`src/rtl/sc_key_pulse_gen.sv`:
```
`default_nettype none
// ============================================================================
//  Module      : sc_key_pulse_gen
//  Description : Key front end for the score/step up-counter. Synchronises a
//                raw active-low board key, debounces press and release, and
//                emits single-cycle active-low count pulses. An optional
//                auto-repeat keeps pulsing while the key stays held.
//  Ports       :
//    SC_KEYPULSE_CLOCK_50             in   system clock (50 MHz)
//    SC_KEYPULSE_RESET_InHigh         in   synchronous active-high reset
//    SC_KEYPULSE_key_InLow            in   raw asynchronous key, 0 = pressed
//    SC_KEYPULSE_repeatEnable_InHigh  in   1 = auto-repeat while held
//    SC_KEYPULSE_upcount_OutLow       out  registered, low 1 cycle per event
//    SC_KEYPULSE_pressed_OutHigh      out  registered debounced level, 1 = held
//  Revision    : 1.0 - initial release
// ============================================================================
module sc_key_pulse_gen #(
    parameter int KEYPULSE_DEBOUNCE_CYCLES = 500000,
    parameter int KEYPULSE_REPEAT_DELAY    = 25000000,
    parameter int KEYPULSE_REPEAT_PERIOD   = 10000000,
    parameter int KEYPULSE_CNT_WIDTH       = 25
) (
    input  logic SC_KEYPULSE_CLOCK_50,
    input  logic SC_KEYPULSE_RESET_InHigh,
    input  logic SC_KEYPULSE_key_InLow,
    input  logic SC_KEYPULSE_repeatEnable_InHigh,
    output logic SC_KEYPULSE_upcount_OutLow,
    output logic SC_KEYPULSE_pressed_OutHigh
);

    localparam logic [1:0] ST_IDLE       = 2'd0;
    localparam logic [1:0] ST_PRESS_DB   = 2'd1;
    localparam logic [1:0] ST_HELD       = 2'd2;
    localparam logic [1:0] ST_RELEASE_DB = 2'd3;

    // Terminal counts: the counter sits at N-1 on the last cycle of an N-cycle wait.
    localparam logic [KEYPULSE_CNT_WIDTH-1:0] C_DEBOUNCE_LAST =
        KEYPULSE_CNT_WIDTH'(KEYPULSE_DEBOUNCE_CYCLES - 1);
    localparam logic [KEYPULSE_CNT_WIDTH-1:0] C_DELAY_LAST =
        KEYPULSE_CNT_WIDTH'(KEYPULSE_REPEAT_DELAY - 1);
    localparam logic [KEYPULSE_CNT_WIDTH-1:0] C_PERIOD_LAST =
        KEYPULSE_CNT_WIDTH'(KEYPULSE_REPEAT_PERIOD - 1);
    localparam logic [KEYPULSE_CNT_WIDTH-1:0] C_CNT_ONE =
        KEYPULSE_CNT_WIDTH'(1);

    logic                          r_sync1;
    logic                          r_sync2;
    logic [1:0]                    r_state;
    logic [KEYPULSE_CNT_WIDTH-1:0] r_cnt;
    logic                          r_rep_first;
    logic                          r_upcount;
    logic                          r_pressed;

    logic [1:0]                    w_state_next;
    logic [KEYPULSE_CNT_WIDTH-1:0] w_cnt_next;
    logic                          w_rep_first_next;
    logic                          w_upcount_next;
    logic                          w_pressed_next;
    logic [KEYPULSE_CNT_WIDTH-1:0] w_rep_last;

    // The first repeat waits the long delay; later repeats use the short period.
    assign w_rep_last = r_rep_first ? C_PERIOD_LAST : C_DELAY_LAST;

    // ------------------------------------------------------------------
    // State register, synchroniser, counter and registered outputs
    // ------------------------------------------------------------------
    always_ff @(posedge SC_KEYPULSE_CLOCK_50) begin
        if (SC_KEYPULSE_RESET_InHigh) begin
            r_sync1     <= 1'b1;
            r_sync2     <= 1'b1;
            r_state     <= ST_IDLE;
            r_cnt       <= '0;
            r_rep_first <= 1'b0;
            r_upcount   <= 1'b1;
            r_pressed   <= 1'b0;
        end else begin
            r_sync1     <= SC_KEYPULSE_key_InLow;
            r_sync2     <= r_sync1;
            r_state     <= w_state_next;
            r_cnt       <= w_cnt_next;
            r_rep_first <= w_rep_first_next;
            r_upcount   <= w_upcount_next;
            r_pressed   <= w_pressed_next;
        end
    end

    // ------------------------------------------------------------------
    // Next-state, counter and repeat-phase logic
    // ------------------------------------------------------------------
    always_comb begin
        w_state_next     = r_state;
        w_cnt_next       = r_cnt;
        w_rep_first_next = r_rep_first;
        case (r_state)
            ST_IDLE: begin
                if (!r_sync2) begin
                    w_state_next = ST_PRESS_DB;
                    w_cnt_next   = '0;
                end
            end
            ST_PRESS_DB: begin
                if (r_sync2) begin
                    w_state_next = ST_IDLE;
                    w_cnt_next   = '0;
                end else if (r_cnt == C_DEBOUNCE_LAST) begin
                    w_state_next     = ST_HELD;
                    w_cnt_next       = '0;
                    w_rep_first_next = 1'b0;
                end else begin
                    w_cnt_next = r_cnt + C_CNT_ONE;
                end
            end
            ST_HELD: begin
                if (r_sync2) begin
                    w_state_next = ST_RELEASE_DB;
                    w_cnt_next   = '0;
                end else if (!SC_KEYPULSE_repeatEnable_InHigh) begin
                    // Holding the repeat phase in reset means re-enabling starts with the long delay.
                    w_cnt_next       = '0;
                    w_rep_first_next = 1'b0;
                end else if (r_cnt == w_rep_last) begin
                    w_cnt_next       = '0;
                    w_rep_first_next = 1'b1;
                end else begin
                    w_cnt_next = r_cnt + C_CNT_ONE;
                end
            end
            ST_RELEASE_DB: begin
                if (!r_sync2) begin
                    // Release was a bounce: resume holding with a fresh repeat phase.
                    w_state_next     = ST_HELD;
                    w_cnt_next       = '0;
                    w_rep_first_next = 1'b0;
                end else if (r_cnt == C_DEBOUNCE_LAST) begin
                    w_state_next = ST_IDLE;
                    w_cnt_next   = '0;
                end else begin
                    w_cnt_next = r_cnt + C_CNT_ONE;
                end
            end
            default: begin
                w_state_next = ST_IDLE;
                w_cnt_next   = '0;
            end
        endcase
    end

    // ------------------------------------------------------------------
    // Output next values (registered above so outputs are glitch-free)
    // ------------------------------------------------------------------
    always_comb begin
        w_upcount_next = 1'b1;
        w_pressed_next = r_pressed;
        case (r_state)
            ST_PRESS_DB: begin
                if (!r_sync2 && (r_cnt == C_DEBOUNCE_LAST)) begin
                    w_upcount_next = 1'b0;
                    w_pressed_next = 1'b1;
                end
            end
            ST_HELD: begin
                if (!r_sync2 && SC_KEYPULSE_repeatEnable_InHigh && (r_cnt == w_rep_last)) begin
                    w_upcount_next = 1'b0;
                end
            end
            ST_RELEASE_DB: begin
                if (r_sync2 && (r_cnt == C_DEBOUNCE_LAST)) begin
                    w_pressed_next = 1'b0;
                end
            end
            default: begin
            end
        endcase
    end

    assign SC_KEYPULSE_upcount_OutLow  = r_upcount;
    assign SC_KEYPULSE_pressed_OutHigh = r_pressed;

endmodule
`default_nettype wire

```
`config.mk`:
```
export PLATFORM = sky130hd
export DESIGN_NAME = sc_key_pulse_gen
export DESIGN_NICKNAME = d
export VERILOG_FILES = /design/src/rtl/sc_key_pulse_gen.sv
export SDC_FILE = /design/constraint.sdc
export NUM_CORES = 1
export LEC_CHECK = 0
export CORE_UTILIZATION = 55
export DETAILED_ROUTE_END_ITERATION = 8
export PLACE_DENSITY = 0.85
export SETUP_SLACK_MARGIN = 0.1
export SLEW_MARGIN = 20
export SYNTH_ARGS = -nofsm -noshare
export SYNTH_HDL_FRONTEND = slang
export SYNTH_SLANG_ARGS = --single-unit
export TNS_END_PERCENT = 100
```
`constraint.sdc`:
```
create_clock -name SC_KEYPULSE_CLOCK_50 -period 2.1 [get_ports SC_KEYPULSE_CLOCK_50]
set_input_delay 0.42 -clock SC_KEYPULSE_CLOCK_50 [delete_from_list [all_inputs] [get_ports SC_KEYPULSE_CLOCK_50]]
set_output_delay 0.42 -clock SC_KEYPULSE_CLOCK_50 [all_outputs]
set_load 0.01 [all_outputs]
```
==> impl_metrics.csv <==
group,metric,value,unit
floorplanning,fp.dieArea,3742,µm²
setup_path,cp-start-kind,"register",
setup_path,cp_slowest_stage_delay,0.42,ns
cts,cts_buffers,5,
timing,achievable-frequency,469.3,MHz
power,p_leak,0.8953,nW
cts,clockRootBuffer,"sky130_fd_sc_hd__clkbuf_4",
setup_path,critical_path_top_delay_cell,"sky130_fd_sc_hd__dfxtp_2",
cts,clk_pin_slew,0.10,ns
timing,final-setup-viol-count,5,
power,pwr-share-seq,45.4,%
power,power.internal,927.3,µW
power,finalPower,1.461,mW
yosys,ys_types,49,
floorplanning,effective_utilization_at_floorplan,57.71,%
yosys,yosysTopAreaCellShare,33.27,%
yosys,area_of_the_mapped_netlist,1926,µm²
layout,fin_cells,327,
timing,hold_viol_final,0,
grt,antenna_violations_before_repair,0,
place,io_buffers,5,
timing,rsz0062_at_grt,"yes",
routing,avgViaCountPerCell,6.780,
timing,timing.final.crit_period,2.131,ns
yosys,synthMostInstantiatedCell,"sky130_fd_sc_hd__dfxtp_1",
timing,totalNegativeSetupSlack,-0.06702,ns
place,placedCellCount,311,
setup_path,path_class,"reg -> reg",
yosys,synth.cells.most_frequent,"sky130_fd_sc_hd__dfxtp_1, sky130_fd_sc_hd__nand2_1, sky130_fd_sc_hd__nand3_1, sky130_fd_sc_hd__a21oi_1, sky130_fd_sc_hd__nor2_1",
setup_path,critPathMaxFanout,8,
routing,postRouteAntennaNets,0,
cts,tritoncts_clock_tree,"done",
grt,number_of_global_route_vias_before_repair,1721,
routing,post-route-drc-count,0,
timing,timing.final.max_slew_violations,0,
cts,worst_skew_pair.late_latency,0.35,ns
layout,final_nets,291,
power,peak_supply_drop,0.0005664,V
grt,globalRouteOverflowTotal,0,
yosys,syn-instance-count,247,
cts,post_cts_hold_buffer_count,0,
routing,vias,2217,
floorplanning,die_width,61.17,µm
timing,fin_ws,-0.03070,ns
setup_path,path_delay_family,"compound AO/OA/AOI/OAI gates",
yosys,synth_flop_cell,"sky130_fd_sc_hd__dfxtp_1",
yosys,post_synth_main_area_contributors,"sky130_fd_sc_hd__dfxtp_1, sky130_fd_sc_hd__nand2_1, sky130_fd_sc_hd__nand3_1, sky130_fd_sc_hd__a21oi_1, sky130_fd_sc_hd__ha_1",
yosys,syn_area_per_cell,7.796,µm²
timing,timing_worst_slew_pin_value,0.7302,ns
routing,drt_pass1_iterations,6,
status,violated_checks,"negative setup slack",
floorplanning,io-pin-count,6,
worst_hold_path,worstHoldPathType,"reg -> reg",
yosys,synth-seq-area-share,33.27,%
layout,drive_gt1_share,30.96,%
grt,globalRouteTotalUtil,28.79,%
status,run_status,"finished with violations",
place,routabilityCongestion,0.8606,
layout,diodes,0,
cts,clock_tree.htree_level_count,2,
timing,fin_skew,0.01600,ns
routing,first_iter_violations,202,
yosys,synth_fp_nets,257,
power,pwr_density_cell,580.1,nW/µm²
timing,maxSlewHeadroom,51.26,%
yosys,synth.ff_latch_count,32,
place,post-dp-hpwl,3.609,mm
yosys,ys.warnings.count,0,
routing,post_drt_wl_per_cell,19.19,µm
timing,final.period_utilization,101.5,%
setup_path,cp-end-kind,"register",
run,cap_viol_max_count,0,
power,net-switching-power,533.8,µW
layout,flow.area_growth_from_synthesis,30.80,%
yosys,synth-edff-count,0,
floorplanning,fp-row-count,21,
setup_path,number_of_buffers_and_inverters_on_the_critical_path,2,
floorplanning,floorplan.die.height,61.17,µm
grt,grt_first_pass_wirelength,7.803,mm
yosys,yosys.area.top_type,"sky130_fd_sc_hd__dfxtp_1",
layout,layout.filler_cells,226,
power,clock_power_share,22.7,%
yosys,proportion_of_synthesized_flip_flops_having_asynchronous_set_or_reset,0,%
power,power.switching_fraction,36.54,%
setup_path,worst-endpoint-required,2.31,ns
floorplanning,core_region_area,3337,µm²
setup_path,timing.critical_path.arrival,2.34,ns
power,pwr-share-comb,32.0,%
place,place_worst_setup_slack,-0.1780,ns
cts,cts-root-to-sink-buffers,2,
grt,grt_max_degree,21,
cts,clkSinkCount,32,
routing,drt_wl_total,6.275,mm
layout,final_core_util,75.48,%
setup_path,cp_cell_sequence,"nor4bb_4 -> a32oi_2 -> o41ai_4 -> a21oi_2 -> buf_6 -> buf_8 -> a31oi_4 -> a31oi_1",
[worst register-to-register path, cell delays in order (launching register included)]
cell,delay [ns]
sky130_fd_sc_hd__dfxtp_2,0.42
sky130_fd_sc_hd__nor4bb_4,0.43
sky130_fd_sc_hd__a32oi_2,0.14
sky130_fd_sc_hd__o41ai_4,0.40
sky130_fd_sc_hd__a21oi_2,0.11
sky130_fd_sc_hd__buf_6,0.16
sky130_fd_sc_hd__buf_8,0.14
sky130_fd_sc_hd__a31oi_4,0.14
sky130_fd_sc_hd__a31oi_1,0.06
[cell families after synthesis]
kind of cell               share of synthesized area, %
AOI/OAI and AO/OA                                 21.18
xor gates and xnor gates                         0.4549
adders and majority gates                         3.899
buffers and inverters                             5.393
DFF                                               33.27
muxes                                             1.560
and+or+nand+nor                                   34.24
[metal layers]
layer  up-vias  global-route usage, %  share of wire, %  wire, µm
met3        49                  9.454                11       668
li1        991                      -                 -         -
met2       171                  44.25                46      2867
met4         0                  17.21               7.0       442
met5         -                      0                 0         0
met1      1006                  35.01                37      2296
[path summary, 6_finish.rpt]
path / end / depth (start not counted) / slack [ns] / from
min: r_sync2 / 1 / 0.42 / r_sync1
max reg2reg: r_cnt[6] / 8 / -0.03 / r_cnt[13]
max: r_cnt[6] / 8 / -0.03 / r_cnt[13]
min reg2reg: r_sync2 / 1 / 0.42 / r_sync1
[power by group through the flow]
stage          sequential, mW  combinational [mW]  clock, mW
2_1_floorplan           0.669               0.293          0
3_3_place_gp            0.670               0.386          0
3_5_place_dp            0.673               0.398          0
4_1_cts                 0.661               0.410      0.338
5_1_grt                 0.668               0.516      0.364
6_report                0.663               0.467      0.331
[cells in the final DEF, fill, tap and decap left out, types with 10 or more instances in the layout]
cell	n
sky130_fd_sc_hd__a21oi_1	11
sky130_fd_sc_hd__nor2_1	10
sky130_fd_sc_hd__inv_1	11
sky130_fd_sc_hd__nand3_1	20
sky130_fd_sc_hd__a21oi_2	10
sky130_fd_sc_hd__buf_4	29
sky130_fd_sc_hd__dfxtp_1	22
sky130_fd_sc_hd__nand2_1	28
sky130_fd_sc_hd__nand4_1	11
[flip-flops by register name (all words and copies together), names as in the netlist, named ones only]
name and cells:
SC_KEYPULSE_pressed_OutHigh 1, SC_KEYPULSE_upcount_OutLow 1, r_cnt 25, r_rep_first 1, r_state 1, r_sync1 1, r_sync2 1
[stage by stage]
step                      hold WS [ns]  area [µm²]
final                           0.4205        2519
after global routing            0.4365        2519
after CTS                       0.4239        2285
after detailed placement        0.3990        2163
after global placement          0.3927        2163
after floorplan                 0.3895        1932
[area by class of cell]
type	instances	area [µm²]	share of cell area (%)
clock buffer	6	41.29	1.639
clock inverter	1	5.005	0.1987
inverter	11	41.29	1.639
multi-input combinational	192	1373	54.50
sequential	32	655.6	26.03
tap	46	57.56	2.285
timing repair buffer	39	345.3	13.71
[timing repair]
action,CTS,global route
endpoints found under the setup margin,21,26
gates cloned,0,2
resized for setup,16,37
pin swaps,4,9
buffers inserted,1,6
Power figures use the tool's default switching activity.
